**config.mk**
```make
export PLATFORM = sky130hd
export DESIGN_NAME = bcd_timer_ctrl_flat
export DESIGN_NICKNAME = d
export VERILOG_FILES = /design/src/rtl/timer_pkg.sv /design/src/rtl/bcd_timer_ctrl_if.sv /design/src/rtl/bcd_timer_ctrl_edge_det.sv /design/src/rtl/bcd_timer_ctrl.sv /design/src/flat_wrapper.sv
export SDC_FILE = /design/constraint.sdc
export NUM_CORES = 1
export LEC_CHECK = 0
export ABC_AREA = 1
export BUFFER_PORTS_ARGS = -buffer_cell sky130_fd_sc_hd__clkbuf_2
export CORE_MARGIN = 1
export CORE_UTILIZATION = 40
export CTS_BUF_LIST = sky130_fd_sc_hd__clkbuf_8
export CTS_CLUSTER_SIZE = 30
export DETAILED_ROUTE_END_ITERATION = 10
export GPL_TIMING_DRIVEN = 1
export HOLD_SLACK_MARGIN = 0.02
export PLACE_DENSITY = 0.66
export SYNTH_ARGS = -nofsm -noshare
export SYNTH_HDL_FRONTEND = slang
export SYNTH_HIERARCHICAL = 1
export SYNTH_SLANG_ARGS = --single-unit
```
**constraint.sdc**
```tcl
create_clock -name ck -period 2.3 [get_ports ck]
set_input_delay 0.115 -clock ck [delete_from_list [all_inputs] [get_ports ck]]
set_output_delay 0.115 -clock ck [all_outputs]
set_load 0.05 [all_outputs]
```
**src/rtl/timer_pkg.sv**
```systemverilog
// Shared types and defaults for the stopwatch control block.
package timer_pkg;

  // One count tick per second at a 50 MHz system clock.
  localparam int TICK_DIV_DEFAULT = 50_000_000;
  localparam int DIV_W_DEFAULT    = 26;

  // Control FSM states.
  typedef enum logic [1:0] {
    ST_IDLE  = 2'b00,
    ST_RUN   = 2'b01,
    ST_PAUSE = 2'b10,
    ST_DONE  = 2'b11
  } state_e;

  // One bit per operator button event.
  typedef struct packed {
    logic clear;
    logic stop;
    logic start;
    logic load;
  } events_t;

  // Keep only the highest-priority event (clear > stop > start > load).
  // Lower-priority events in the same cycle are dropped entirely.
  function automatic events_t prioritize(events_t raw);
    events_t p;
    p = '0;
    if (raw.clear) begin
      p.clear = 1'b1;
    end else if (raw.stop) begin
      p.stop = 1'b1;
    end else if (raw.start) begin
      p.start = 1'b1;
    end else if (raw.load) begin
      p.load = 1'b1;
    end
    return p;
  endfunction

endpackage

```
**src/rtl/bcd_timer_ctrl_if.sv**
```systemverilog
// Button, counter-chain and status signals between the stopwatch top level
// and the timer control FSM.
interface bcd_timer_ctrl_if;

  logic btn_start;
  logic btn_stop;
  logic btn_clear;
  logic btn_load;
  logic cnt_9;
  logic cnt_enb;
  logic cnt_rst;
  logic cnt_ld;
  logic running;
  logic done;

  // The controller: reads buttons and the 999 flag, drives counter strobes.
  modport master (
    input  btn_start, btn_stop, btn_clear, btn_load, cnt_9,
    output cnt_enb, cnt_rst, cnt_ld, running, done
  );

  // The surrounding stopwatch: drives buttons and the 999 flag.
  modport slave (
    output btn_start, btn_stop, btn_clear, btn_load, cnt_9,
    input  cnt_enb, cnt_rst, cnt_ld, running, done
  );

endinterface

```
**src/rtl/bcd_timer_ctrl_edge_det.sv**
```systemverilog
// Rising-edge detector for one synchronous button level.
// A button that is already high when reset releases produces no event:
// armed_q stays low for the first cycle after reset so the history
// register can capture the level before edges are reported.
module edge_det (
  input  logic ck,
  input  logic rst_s,
  input  logic d,
  output logic rise
);

  logic d_q;
  logic armed_q;

  // Capture last cycle's level and arm the detector one cycle after reset.
  always_ff @(posedge ck) begin
    if (rst_s) begin
      d_q     <= 1'b0;
      armed_q <= 1'b0;
    end else begin
      d_q     <= d;
      armed_q <= 1'b1;
    end
  end

  assign rise = d & ~d_q & armed_q;

endmodule

```
**src/rtl/bcd_timer_ctrl.sv**
```systemverilog
// Control FSM for the 3-digit BCD stopwatch counter chain.
// Turns button levels into events, divides the clock into count ticks and
// drives the counter's enable/clear/load strobes, stopping at 999.
// TICK_DIV must be at least 2 so cnt_enb can never be high two cycles running.
module bcd_timer_ctrl
  import timer_pkg::*;
#(
  parameter int TICK_DIV = TICK_DIV_DEFAULT,
  parameter int DIV_W    = DIV_W_DEFAULT
) (
  input logic              ck,
  input logic              rst_s,
  bcd_timer_ctrl_if.master bus
);

  // Last prescaler value before it wraps and raises a tick.
  localparam logic [DIV_W-1:0] TERM = DIV_W'(TICK_DIV - 1);

  logic evStartRaw;
  logic evStopRaw;
  logic evClearRaw;
  logic evLoadRaw;

  events_t rawEv;
  events_t ev;

  state_e           state_q;
  state_e           state_d;
  logic [DIV_W-1:0] presc_q;
  logic [DIV_W-1:0] presc_d;
  logic             tick;

  logic cnt_enb_q;
  logic cnt_enb_d;
  logic cnt_rst_q;
  logic cnt_rst_d;
  logic cnt_ld_q;
  logic cnt_ld_d;
  logic running_q;
  logic done_q;

  edge_det u_edge_start (
    .ck    (ck),
    .rst_s (rst_s),
    .d     (bus.btn_start),
    .rise  (evStartRaw)
  );

  edge_det u_edge_stop (
    .ck    (ck),
    .rst_s (rst_s),
    .d     (bus.btn_stop),
    .rise  (evStopRaw)
  );

  edge_det u_edge_clear (
    .ck    (ck),
    .rst_s (rst_s),
    .d     (bus.btn_clear),
    .rise  (evClearRaw)
  );

  edge_det u_edge_load (
    .ck    (ck),
    .rst_s (rst_s),
    .d     (bus.btn_load),
    .rise  (evLoadRaw)
  );

  assign rawEv.clear = evClearRaw;
  assign rawEv.stop  = evStopRaw;
  assign rawEv.start = evStartRaw;
  assign rawEv.load  = evLoadRaw;
  assign ev          = prioritize(rawEv);

  assign tick = (presc_q == TERM);

  // Next state, prescaler and strobe decisions for the current cycle.
  // The prescaler only advances while staying in RUN; it holds across a
  // pause so a resume finishes the partial tick, and is zero elsewhere.
  always_comb begin
    state_d   = state_q;
    presc_d   = presc_q;
    cnt_enb_d = 1'b0;
    cnt_rst_d = 1'b0;
    cnt_ld_d  = 1'b0;

    case (state_q)
      ST_IDLE: begin
        presc_d = '0;
        if (ev.clear) begin
          cnt_rst_d = 1'b1;
        end else if (ev.start) begin
          state_d = bus.cnt_9 ? ST_DONE : ST_RUN;
        end else if (ev.load) begin
          cnt_ld_d = 1'b1;
        end
      end

      ST_RUN: begin
        if (ev.clear) begin
          state_d   = ST_IDLE;
          presc_d   = '0;
          cnt_rst_d = 1'b1;
        end else if (ev.stop) begin
          state_d = ST_PAUSE;
        end else if (bus.cnt_9) begin
          state_d = ST_DONE;
          presc_d = '0;
        end else begin
          presc_d   = tick ? '0 : presc_q + DIV_W'(1);
          cnt_enb_d = tick;
        end
      end

      ST_PAUSE: begin
        if (ev.clear) begin
          state_d   = ST_IDLE;
          presc_d   = '0;
          cnt_rst_d = 1'b1;
        end else if (ev.start) begin
          state_d = ST_RUN;
        end
      end

      ST_DONE: begin
        presc_d = '0;
        if (ev.clear) begin
          state_d   = ST_IDLE;
          cnt_rst_d = 1'b1;
        end
      end

      default: begin
        state_d = ST_IDLE;
        presc_d = '0;
      end
    endcase
  end

  // State, prescaler and registered outputs; reset overrides everything.
  always_ff @(posedge ck) begin
    if (rst_s) begin
      state_q   <= ST_IDLE;
      presc_q   <= '0;
      cnt_enb_q <= 1'b0;
      cnt_rst_q <= 1'b0;
      cnt_ld_q  <= 1'b0;
      running_q <= 1'b0;
      done_q    <= 1'b0;
    end else begin
      state_q   <= state_d;
      presc_q   <= presc_d;
      cnt_enb_q <= cnt_enb_d;
      cnt_rst_q <= cnt_rst_d;
      cnt_ld_q  <= cnt_ld_d;
      running_q <= (state_d == ST_RUN);
      done_q    <= (state_d == ST_DONE);
    end
  end

  assign bus.cnt_enb = cnt_enb_q;
  assign bus.cnt_rst = cnt_rst_q;
  assign bus.cnt_ld  = cnt_ld_q;
  assign bus.running = running_q;
  assign bus.done    = done_q;

endmodule

```
**src/flat_wrapper.sv**
```systemverilog
// flat-port wrapper written by rule: the top's interface ports become plain ports
module bcd_timer_ctrl_flat import timer_pkg::*;
#(
  parameter int TICK_DIV = TICK_DIV_DEFAULT,
  parameter int DIV_W    = DIV_W_DEFAULT
)
  (ck, rst_s, bus_btn_start, bus_btn_stop, bus_btn_clear, bus_btn_load, bus_cnt_9, bus_cnt_enb, bus_cnt_rst, bus_cnt_ld, bus_running, bus_done);
  bcd_timer_ctrl_if bus_i ();
  input logic ck;
  input logic rst_s;
  input wire logic [$bits(bus_i.btn_start)-1:0] bus_btn_start;
  input wire logic [$bits(bus_i.btn_stop)-1:0] bus_btn_stop;
  input wire logic [$bits(bus_i.btn_clear)-1:0] bus_btn_clear;
  input wire logic [$bits(bus_i.btn_load)-1:0] bus_btn_load;
  input wire logic [$bits(bus_i.cnt_9)-1:0] bus_cnt_9;
  output wire logic [$bits(bus_i.cnt_enb)-1:0] bus_cnt_enb;
  output wire logic [$bits(bus_i.cnt_rst)-1:0] bus_cnt_rst;
  output wire logic [$bits(bus_i.cnt_ld)-1:0] bus_cnt_ld;
  output wire logic [$bits(bus_i.running)-1:0] bus_running;
  output wire logic [$bits(bus_i.done)-1:0] bus_done;
  assign bus_i.btn_start = bus_btn_start;
  assign bus_i.btn_stop = bus_btn_stop;
  assign bus_i.btn_clear = bus_btn_clear;
  assign bus_i.btn_load = bus_btn_load;
  assign bus_i.cnt_9 = bus_cnt_9;
  assign bus_cnt_enb = bus_i.cnt_enb;
  assign bus_cnt_rst = bus_i.cnt_rst;
  assign bus_cnt_ld = bus_i.cnt_ld;
  assign bus_running = bus_i.running;
  assign bus_done = bus_i.done;
  bcd_timer_ctrl #(.TICK_DIV(TICK_DIV), .DIV_W(DIV_W)) u_core (.ck(ck), .rst_s(rst_s), .bus(bus_i));
endmodule
```
==> results.md, run 1 <==
* Status: completed
* Crit Reg-Reg Startpoint: u_core/u_edge_clear/armed_q
* Reported leakage power at 0.9987 nW
* N_diodes at 0
* First-pass GRT wire length at 7.596 mm
* Initial antenna violation count at 0
* Clock H-tree levels at 2
* Yosys cell types at 26
* Setup TNS Final at 0 ns
* DR iter-0 viols at 147
* RSZ-0062 raised after global routing: no
* Starting density of the core at 0.4175
* Full die area at 5661 um^2
* Top flop regs: u_core/presc_q: 26 flops, u_core/state_q: 2 flops
* Largest net degree at the start of global routing at 16
* TritonCTS clock tree: built
* Top cell by count, worst path: nand2_1
* EDFF count, synth at 0
* Hold buffer count at CTS at 4
* Crit. End Element: flip-flop
* Period utilization at 0.8314
* Async SR Flop Fraction at 0
* Avg WL per Cell at 10.56 um
* Critical-path cell list: dlygate4sd3_1 > clkbuf_2 > nand2_1 > nor2_2 > nor2_1 > nand2_1 > nand3_2 > nor2_2 > nand2_1 > o21ai_0 > nor2_1
* CTS max path bufs at 2
* Buffer count from post-CTS setup fixing at 0
* Comb power frac at 0.085
* Clk slew on worst S/H paths at 0.09 ns
* Internal power at 973.5 uW
* Max-slew violations at 0
* Worst hold margin at 0.1188 ns
* Synth Register Bits at 41
* Final ANT Viol Nets at 0
* Critical Path Fanout Max at 12
* WL final at 4.352 mm
* Grt ovf at 0
* Tmin final at 1.912 ns
* Final setup fails at 0
* Max-cap violations at 0
* Num ports at 12
* Die X at 75.24 um
* Met3 usage at 0.04016
* Share of cells above drive strength 1 at 0.1345
* Clock skew at 0.007414 ns
* Commonest cells post-synth: 72 x nand2_1, 56 x nor2_1, 53 x inv_1, 41 x dfxtp_1, 28 x nand3_1
* Worst Path Arrival at 2.10 ns
* Switching power at 345.5 uW
* Core box area at 5140 um^2
* Critical Path RT at 2.49 ns
* Reg2Reg Setup Slack at 0.52 ns
* Sink Count at 41
* Final hold viol count at 0
* Top cells by area, synth: dfxtp_1 38%, nand2_1 13%, nor2_1 9.8%
* Post-Syn Instances at 322
* CP max-delay cell: dlygate4sd3_1
* Post-synth top area share at 0.3825
* HP Start: rst_s
* Main synth FF type: dfxtp_1
* Reg with most FFs: u_core/presc_q
* GP Congestion at 0.9254
* Synthesized area per cell at 6.664 um^2
* Count of buffers from port buffering at 11
* Routing usage on met2 at 0.2773
* Sw Share at 0.2619
* FF-to-FF End: u_core/presc_q[19]
* Power density over cell area at 554.8 nW/um^2
* Least-Margin Pin Slew at 0.5654 ns
* Nets at 349
* Layer with the highest usage: met2
* Drt via density at 4.597
* Root Driver: clkbuf_8
* CTS Buf Count at 5
* Clk pwr share at 0.360
* Most frequent cell after synthesis: nand2_1
* Skew-Pair Late Insertion Delay at 0.30 ns
* GRT Util Overall at 0.1756
* Worst Path Class, Setup: in -> reg
* Worst vdd rail ir drop at 0.0002468 V
* DP HPWL at 3.295 mm
* P&R area growth vs syn at 10.79%
* Met1 Track Usage GR at 0.2423
* CP max stage delay at 0.52 ns
* DRC viols at 0
* Post-CTS sizing at 0
* Sequential share of the synthesized area at 0.3825
* Yosys Warn Count at 6
* Vias after detailed routing at 1894
* Relative max-transition margin at 0.6227
* Max Freq at 0.5230 GHz
* Max FFs per register at 26
* FF-to-FF path depth at 9
* Hold path depth at 2
* Hold Path Class: in -> reg
* First-pass detailed-route iteration total at 4
* Die height at 75.24 um
* Net Count, Synth at 330
* Flop pwr share at 0.554
* Area leader, netlist: dfxtp_1
* Syn Std Cell Area at 2146 um^2
* Row count at 26
* Number of global-route vias before repair at 1738
* Startpoint types: input port
* WHS Endpoint: u_core/u_edge_load/armed_q
==> cells by family (layout without fill, tap and decap cells) <==
| group | Yosys count | after routing | synth area share |
|---|---|---|---|
| AOI/OAI and AO/OA | 14 | 14 | 0.03498 |
| xor gates and xnor gates | 8 | 8 | 0.03265 |
| adders and majority gates | 1 | 1 | 0.005830 |
| buffers and inverters | 57 | 77 | 0.1143 |
| DFF | 41 | 41 | 0.3825 |
| muxes | 1 | 1 | 0.004665 |
| and+or+nand+nor | 200 | 200 | 0.4251 |
==> stage by stage <==
stage | cell area, um^2 | utilization | setup slack, ns | instances | power (mW)
after global routing | 2377 | 0.4625 | 0.1257 | 412 | 1.379
after detailed placement | 2246 | 0.4370 | 0.5298 | 400 | 0.8562
final | 2377 | 0.4625 | 0.3878 | 412 | 1.319
after global placement | 2246 | 0.4370 | 0.5216 | 400 | 0.8545
after floorplan | 2146 | - | 0.7504 | 322 | 0.8329
after CTS | 2377 | 0.4625 | 0.3825 | 412 | 1.337
==> metal layers <==
metal,wire length [um],vias up
li1,-,1023
met1,2199,841
met2,1927,25
met3,178,5
met4,46,0
met5,0,-
==> worst max-delay path by stage <==
| stage | startpoint | end | slack, ns | cells past startpoint |
|---|---|---|---|---|
| 2_1_floorplan | u_core/presc_q[0] | u_core/presc_q[2] | 0.75 | 11 |
| 3_3_place_gp | u_core/u_edge_clear/armed_q | u_core/presc_q[19] | 0.52 | 9 |
| 3_5_place_dp | u_core/u_edge_clear/armed_q | u_core/presc_q[21] | 0.53 | 9 |
| 4_1_cts | bus_btn_clear | u_core/presc_q[21] | 0.38 | 11 |
| 5_1_grt | bus_btn_clear | u_core/presc_q[19] | 0.13 | 11 |
| 6_report | bus_btn_clear | u_core/presc_q[19] | 0.39 | 11 |
==> critical path: cells and delay by family <==
family,cells,cell delay (ns)
buffers and inverters,2,0.63
AOI/OAI and AO/OA,1,0.18
and+or+nand+nor,8,1.18
==> power by group through the flow <==
stage          sequential (mW)  clock (mW)  combinational [mW]
3_5_place_dp             0.748           0               0.108
5_1_grt                  0.733       0.519               0.126
6_report                 0.731       0.475               0.113
4_1_cts                  0.731       0.492               0.114
3_3_place_gp             0.747           0               0.107
2_1_floorplan            0.758           0              0.0748
==> cells in the final DEF, fill, tap and decap left out, types with 2 or more instances in the layout <==
master         instances
a21oi_1                5
nor2_2                18
nand2_2                2
nand2_4                3
nand2_1               72
nand3_1               28
nor2_1                56
nand3b_1               2
nand4_1                6
clkbuf_2              11
clkbuf_8               5
o21ai_0                7
nor3_1                 8
inv_1                 53
dfxtp_1               41
xor2_1                 8
clkinv_4               2
dlygate4sd3_1          4
==> final cells by class <==
type                       instances  area (um^2)
sequential                        41        820.8
clock inverter                     3        22.52
clock buffer                       5        68.82
inverter                          54        202.7
timing repair buffer              15        95.09
tap                               70        87.58
multi-input combinational        224         1080
fill                             562         2763
Power figures use the tool's default switching activity.
==> run 2: changes to the inputs <==
clock period = 2 ns   (was 2.3 ns; I/O delays follow)
==> run 2 against run 1 <==
Effect of this change:
- clock skew rose by 0.0020 ns
- via count rose by 2.7%
- critical path depth did not move
- highest routed layer unchanged
- die area did not move
- sequential share of layout area fell by 0.57 points
==> results.md, run 2 (synthesized netlist as in run 1, its figures left out) <==
* Drt via density at 4.698
* Clk slew on worst S/H paths at 0.08 ns
* Full die area at 5661 um^2
* Routed wl met3 at 222 um
* Buffer count from post-CTS setup fixing at 0
* CP max-delay cell: dlygate4sd3_1
* Share of cells above drive strength 1 at 0.1366
* Worst Path Arrival at 1.98 ns
* Max FFs per register at 26
* Core box area at 5140 um^2
* DR iter-0 viols at 149
* Die height at 75.24 um
* Worst Path Class, Setup: in -> reg
* Num ports at 12
* CTS Buf Count at 5
* HP Start: rst_s
* Post-Place Cell Area at 2261 um^2
* Least-Margin Pin Slew at 0.3993 ns
* Row count at 26
* DP HPWL at 3.427 mm
* Hold Path Class: in -> reg
* Commonest non-fill, non-tap cell in the layout: nand2_1
* Buf+Inv Stages, Crit Path at 2
* RSZ-0062 raised after global routing: no
* Reg with most FFs: u_core/presc_q
* Initial antenna violation count at 0
* Clock skew at 0.009418 ns
* Clock H-tree levels at 2
* Final Instance Area at 2417 um^2
* Vias after detailed routing at 1945
* Pwr Total at 1.628 mW
* Final hold viol count at 0
* GRT Util Overall at 0.1839
* Top flop regs: u_core/presc_q: 26 flops, u_core/state_q: 2 flops
* CP max stage delay at 0.52 ns
* Final setup fails at 0
* Period utilization at 0.8970
* CP startpoint: bus_btn_clear
* Critical Path RT at 2.18 ns
* Count of buffers from port buffering at 11
* Starting density of the core at 0.4175
* Max Freq at 0.5574 GHz
* Root Driver: clkbuf_8
* Routed wl met2 at 2.143 mm
* Die X at 75.24 um
* DR top layer: met4
* First-pass detailed-route iteration total at 4
* CTS max path bufs at 2
* DRT met1 WL at 2.168 mm
* Critical Path Fanout Max at 12
* Tmin final at 1.794 ns
* Crit path max-delay family: simple AND/OR/NAND/NOR gates
* Top cell by count, worst path: nand2_1
* Status: completed
* Power density over cell area at 673.6 nW/um^2
* Number of global-route vias before repair at 1787
* Sink Count at 41
* Avg WL per Cell at 11.06 um
* DRC viols at 0
* Largest net degree at the start of global routing at 15
* Commonest cells after routing, fill and taps aside: 72 x nand2_1, 56 x nor2_1, 54 x inv_1
* Max-cap violations at 0
* Setup TNS Final at 0 ns
* Fin util at 0.4703
* N_diodes at 0
* Grt ovf at 0
* Crit Reg-Reg Startpoint: u_core/presc_q[0]
* Nets at 351
* GP Congestion at 0.9759
* Crit. End Element: flip-flop
* Final ANT Viol Nets at 0
* Reported leakage power at 1.021 nW
* WL final at 4.578 mm
* Skew-Pair Late Insertion Delay at 0.30 ns
* Critical-path cell list: dlygate4sd3_1 > clkbuf_2 > nand2_1 > nor2_2 > nor2_1 > nand2_1 > nand3_2 > nor2_4 > nand2_1 > o21ai_0 > nor2_1
* Relative max-transition margin at 0.7335
* Max-slew violations at 0
* Startpoint types: input port
* TritonCTS clock tree: built
* P&R area growth vs syn at 12.65%
* First-pass GRT wire length at 7.693 mm
* Worst vdd rail ir drop at 0.0002213 V
run 2: cell types whose count changed in the layout (fill, tap and decap cells not counted), sizes merged:
cell    before  now
buf          0    2
clkinv       3    1
bufinv       0    1
inv         54   55
run 2: stage by stage:
stage / cells / hold slack [ns] / worst slack [ns]
final: 414 / 0.1020 / 0.2061
after global routing: 414 / 0.1061 / 0.006019
after CTS: 414 / 0.09147 / 0.09751
after detailed placement: 402 / 0.3193 / 0.2066
after global placement: 402 / 0.3062 / 0.2505
after floorplan: 322 / 0.1565 / 0.4504
run 2: per-layer routing:
layer  vias to the layer above  global-route usage
met1                       873              0.2386
met2                        43              0.2963
met5                         -                   0
met3                         4             0.03614
met4                         0             0.08230
li1                       1025                   -
run 2: path summary, 6_finish.rpt:
check	endpoint	slack, ns	cells after the start
setup reg to reg	u_core/presc_q[4]	0.23	10
setup / recovery	u_core/presc_q[21]	0.21	11
hold / removal	u_core/u_edge_load/armed_q	0.10	2
hold reg to reg	u_core/bus.cnt_ld	0.51	3
run 2: repair_timing:
action                                  CTS  global route
endpoints found under the setup margin    0             6
gates resized for setup                   0             1
hold endpoints to repair                  4             0
hold buffers                              4             0
run 2: area by class of cell:
class                           count  area (um^2)
Fill cell                         559         2723
Multi-Input combinational cell    224         1085
Inverter                           54        202.7
Clock inverter                      3        42.54
Tap cell                           70        87.58
Clock buffer                        5        68.82
Timing Repair Buffer               17        110.1
Sequential cell                    41        820.8
run 2: where the power goes:
| part | internal (mW) | total [mW] | switching [mW] |
|---|---|---|---|
| clock network | 0.369 | 0.656 | 0.286 |
| logic | 0.0407 | 0.131 | 0.0906 |
| registers | 0.833 | 0.842 | 0.00888 |
==> run 3: changes to the inputs <==
ABC_AREA = unset   (was 1)
SKIP_LAST_GASP = 1   (was unset)
clock period = 2.01 ns   (was 2 ns; I/O delays follow)
==> run 3 against run 2 <==
Effect of this change:
- routed wire length down 6.2%
- global-route usage fell by 0.47 points
- hold slack got worse by 0.073 ns
- critical path depth shrank 5
- flip-flop and latch count is the same
- combinational power is 26% lower
- critical path type is now reg -> reg
- largest cell class unchanged
==> results.md, run 3 <==
* WL final at 4.293 mm
* Post-Synth Adder-Cell Area at 0.006109
* Period utilization at 0.9329
* Crit path max-delay family: simple AND/OR/NAND/NOR gates
* Core box area at 4817 um^2
* Main synth FF type: dfxtp_1
* Synth Register Bits at 41
* Syn Std Cell Area at 2048 um^2
* Commonest cells after routing, fill and taps aside: 41 x dfxtp_1, 27 x nor2_1, 17 x nand3_1
* Yosys cell types at 54
* Post-Syn Instances at 233
* Yosys Warn Count at 6
* CTS Buf Count at 5
* CP max-delay cell: or4_1
* Main combinational cell family by area after synthesis: simple AND/OR/NAND/NOR gates
* Post-route worst setup slack at 0.1349 ns
* Post-synth top area share at 0.4007
* Relative max-transition margin at 0.6197
* CTS max path bufs at 2
* Hold Path Class: in -> reg
* DRC viols at 0
* Simple-gate area share of the yosys netlist at 0.3928
* TritonCTS clock tree: built
* Top cells by area, synth: dfxtp_1 40%, nor2_1 4.9%, nand3_1 4.2%
* Setup WS pre-CTS at 0.1428 ns
* Critical Path Fanout Max at 7
* Synth Area in Compound Gates at 0.09774
* Async SR Flop Fraction at 0
* Drt via density at 5.361
* Max Freq at 0.5333 GHz
* DR iter-0 viols at 148
* Post-Place Cell Area at 2203 um^2
* Crit. End Element: flip-flop
* EDFF count, synth at 0
* P&R area growth vs syn at 15.52%
* Commonest non-fill, non-tap cell in the layout: dfxtp_1
* Final Instance Area at 2366 um^2
* Die height at 73.56 um
* Top flop regs: u_core/presc_q: 26 flops, u_core/state_q: 2 flops
* Reported leakage power at 0.8400 nW
* Number of global-route vias before repair at 1622
* Startpoint types: flip-flop
* Net Count, Synth at 241
* Final ANT Viol Nets at 0
* Status: completed
* Critical Path RT at 2.23 ns
* Full die area at 5410 um^2
* Worst Path Arrival at 2.10 ns
* Max-cap violations at 0
* Least-Margin Pin Slew at 0.5705 ns
* Share of cells above drive strength 1 at 0.1907
* GP Congestion at 0.8061
* Sequential share of the synthesized area at 0.4007
* Power density over cell area at 720.1 nW/um^2
* DP HPWL at 2.986 mm
* Final setup fails at 0
* Sink Count at 41
* Max FFs per register at 26
* Starting density of the core at 0.4252
* Largest net degree at the start of global routing at 31
* Most frequent cell after synthesis: dfxtp_1
* Worst vdd rail ir drop at 0.0004418 V
* Avg WL per Cell at 13.25 um
* First-pass detailed-route iteration total at 4
* Initial antenna violation count at 0
* Skew-Pair Late Insertion Delay at 0.29 ns
* Root Driver: clkbuf_8
* CP max stage delay at 0.60 ns
* Num ports at 12
* Commonest cells post-synth: 41 x dfxtp_1, 27 x nor2_1, 17 x nand3_1, 16 x nand2_1, 11 x a21oi_1
* Vias after detailed routing at 1737
* Final hold viol count at 0
* N_diodes at 0
* Pwr Total at 1.704 mW
* Worst Path Class, Setup: reg -> reg
* Count of buffers from port buffering at 11
* Grt ovf at 0
* GRT Util Overall at 0.1792
* Row count at 25
* Area leader, netlist: dfxtp_1
* Multiplexer share of the synthesized area at 0.004887
* Reg with most FFs: u_core/presc_q
* Critical-path cell list: and3b_2 > or4_1 > a21oi_4 > buf_4 > nand4b_1 > a21oi_1
* RSZ-0062 raised after global routing: yes
* Buf+Inv Stages, Crit Path at 1
* Synth Area in XOR/XNOR at 0.04704
* Tmin final at 1.875 ns
* Die X at 73.56 um
* Clock H-tree levels at 2
* Clock skew at 0.004221 ns
* First-pass GRT wire length at 7.417 mm
* Synthesized area per cell at 8.791 um^2
* Max-slew violations at 0
* Nets at 264
* Clk slew on worst S/H paths at 0.08 ns
run 3: metrics by stage:
| step | util | hold slack, ns | TNS, ns | cells |
|---|---|---|---|---|
| final | 0.4912 | 0.02872 | 0 | 324 |
| after global routing | 0.4912 | 0.02590 | -0.005358 | 324 |
| after CTS | 0.4873 | 0.02032 | 0 | 322 |
| after detailed placement | 0.4574 | 0.3325 | 0 | 313 |
| after global placement | 0.4574 | 0.3295 | 0 | 313 |
| after floorplan | - | 0.1570 | 0 | 233 |
run 3: final cells by class:
class / instances / area [um^2]
clock inverters: 3 / 65.06
fillers: 476 / 2451
flip-flops and latches: 41 / 820.8
inverters: 8 / 30.03
multi-input cells: 174 / 1127
well taps: 67 / 83.83
clock buffers: 5 / 68.82
repair buffers: 26 / 170.2
run 3: layer usage:
layer  up-vias  global-route usage  routed length, um
li1        886                   -                  -
met1       808              0.2418               2156
met2        36              0.2722               1913
met3         7             0.04390                143
met4         0             0.07479                 80
met5         -                   0                  0
run 3: timing repair:
item | CTS | global route
hold buffers | 1 | 0
endpoints found under the setup margin | 0 | 4
gates resized for setup | 0 | 2
buffers inserted | 0 | 2
endpoints found under the hold margin | 1 | 0
run 3: worst paths after layout:
kind	from	end	slack [ns]	depth (start not counted)
worst min-delay path	bus_btn_stop	u_core/u_edge_stop/d_q	0.03	2
worst max register to register	u_core/u_edge_clear/armed_q	u_core/presc_q[3]	0.13	6
worst min register to register	u_core/presc_q[1]	u_core/presc_q[1]	0.49	2
worst max-delay path	u_core/u_edge_clear/armed_q	u_core/presc_q[3]	0.13	6
run 3: power by group:
part	switching, mW	leakage (nW)	total (mW)	internal [mW]
Clock	0.282	0.0681	0.775	0.493
Combinational	0.0591	0.439	0.0968	0.0377
Sequential	0.00671	0.333	0.832	0.825
run 3: kinds of logic (layout without fill, tap and decap cells):
family,Yosys count,after routing
AOI/OAI and AO/OA,30,30
xor gates and xnor gates,11,11
adders and majority gates,1,1
buffers and inverters,18,42
DFF,41,41
muxes,1,1
and+or+nand+nor,131,131
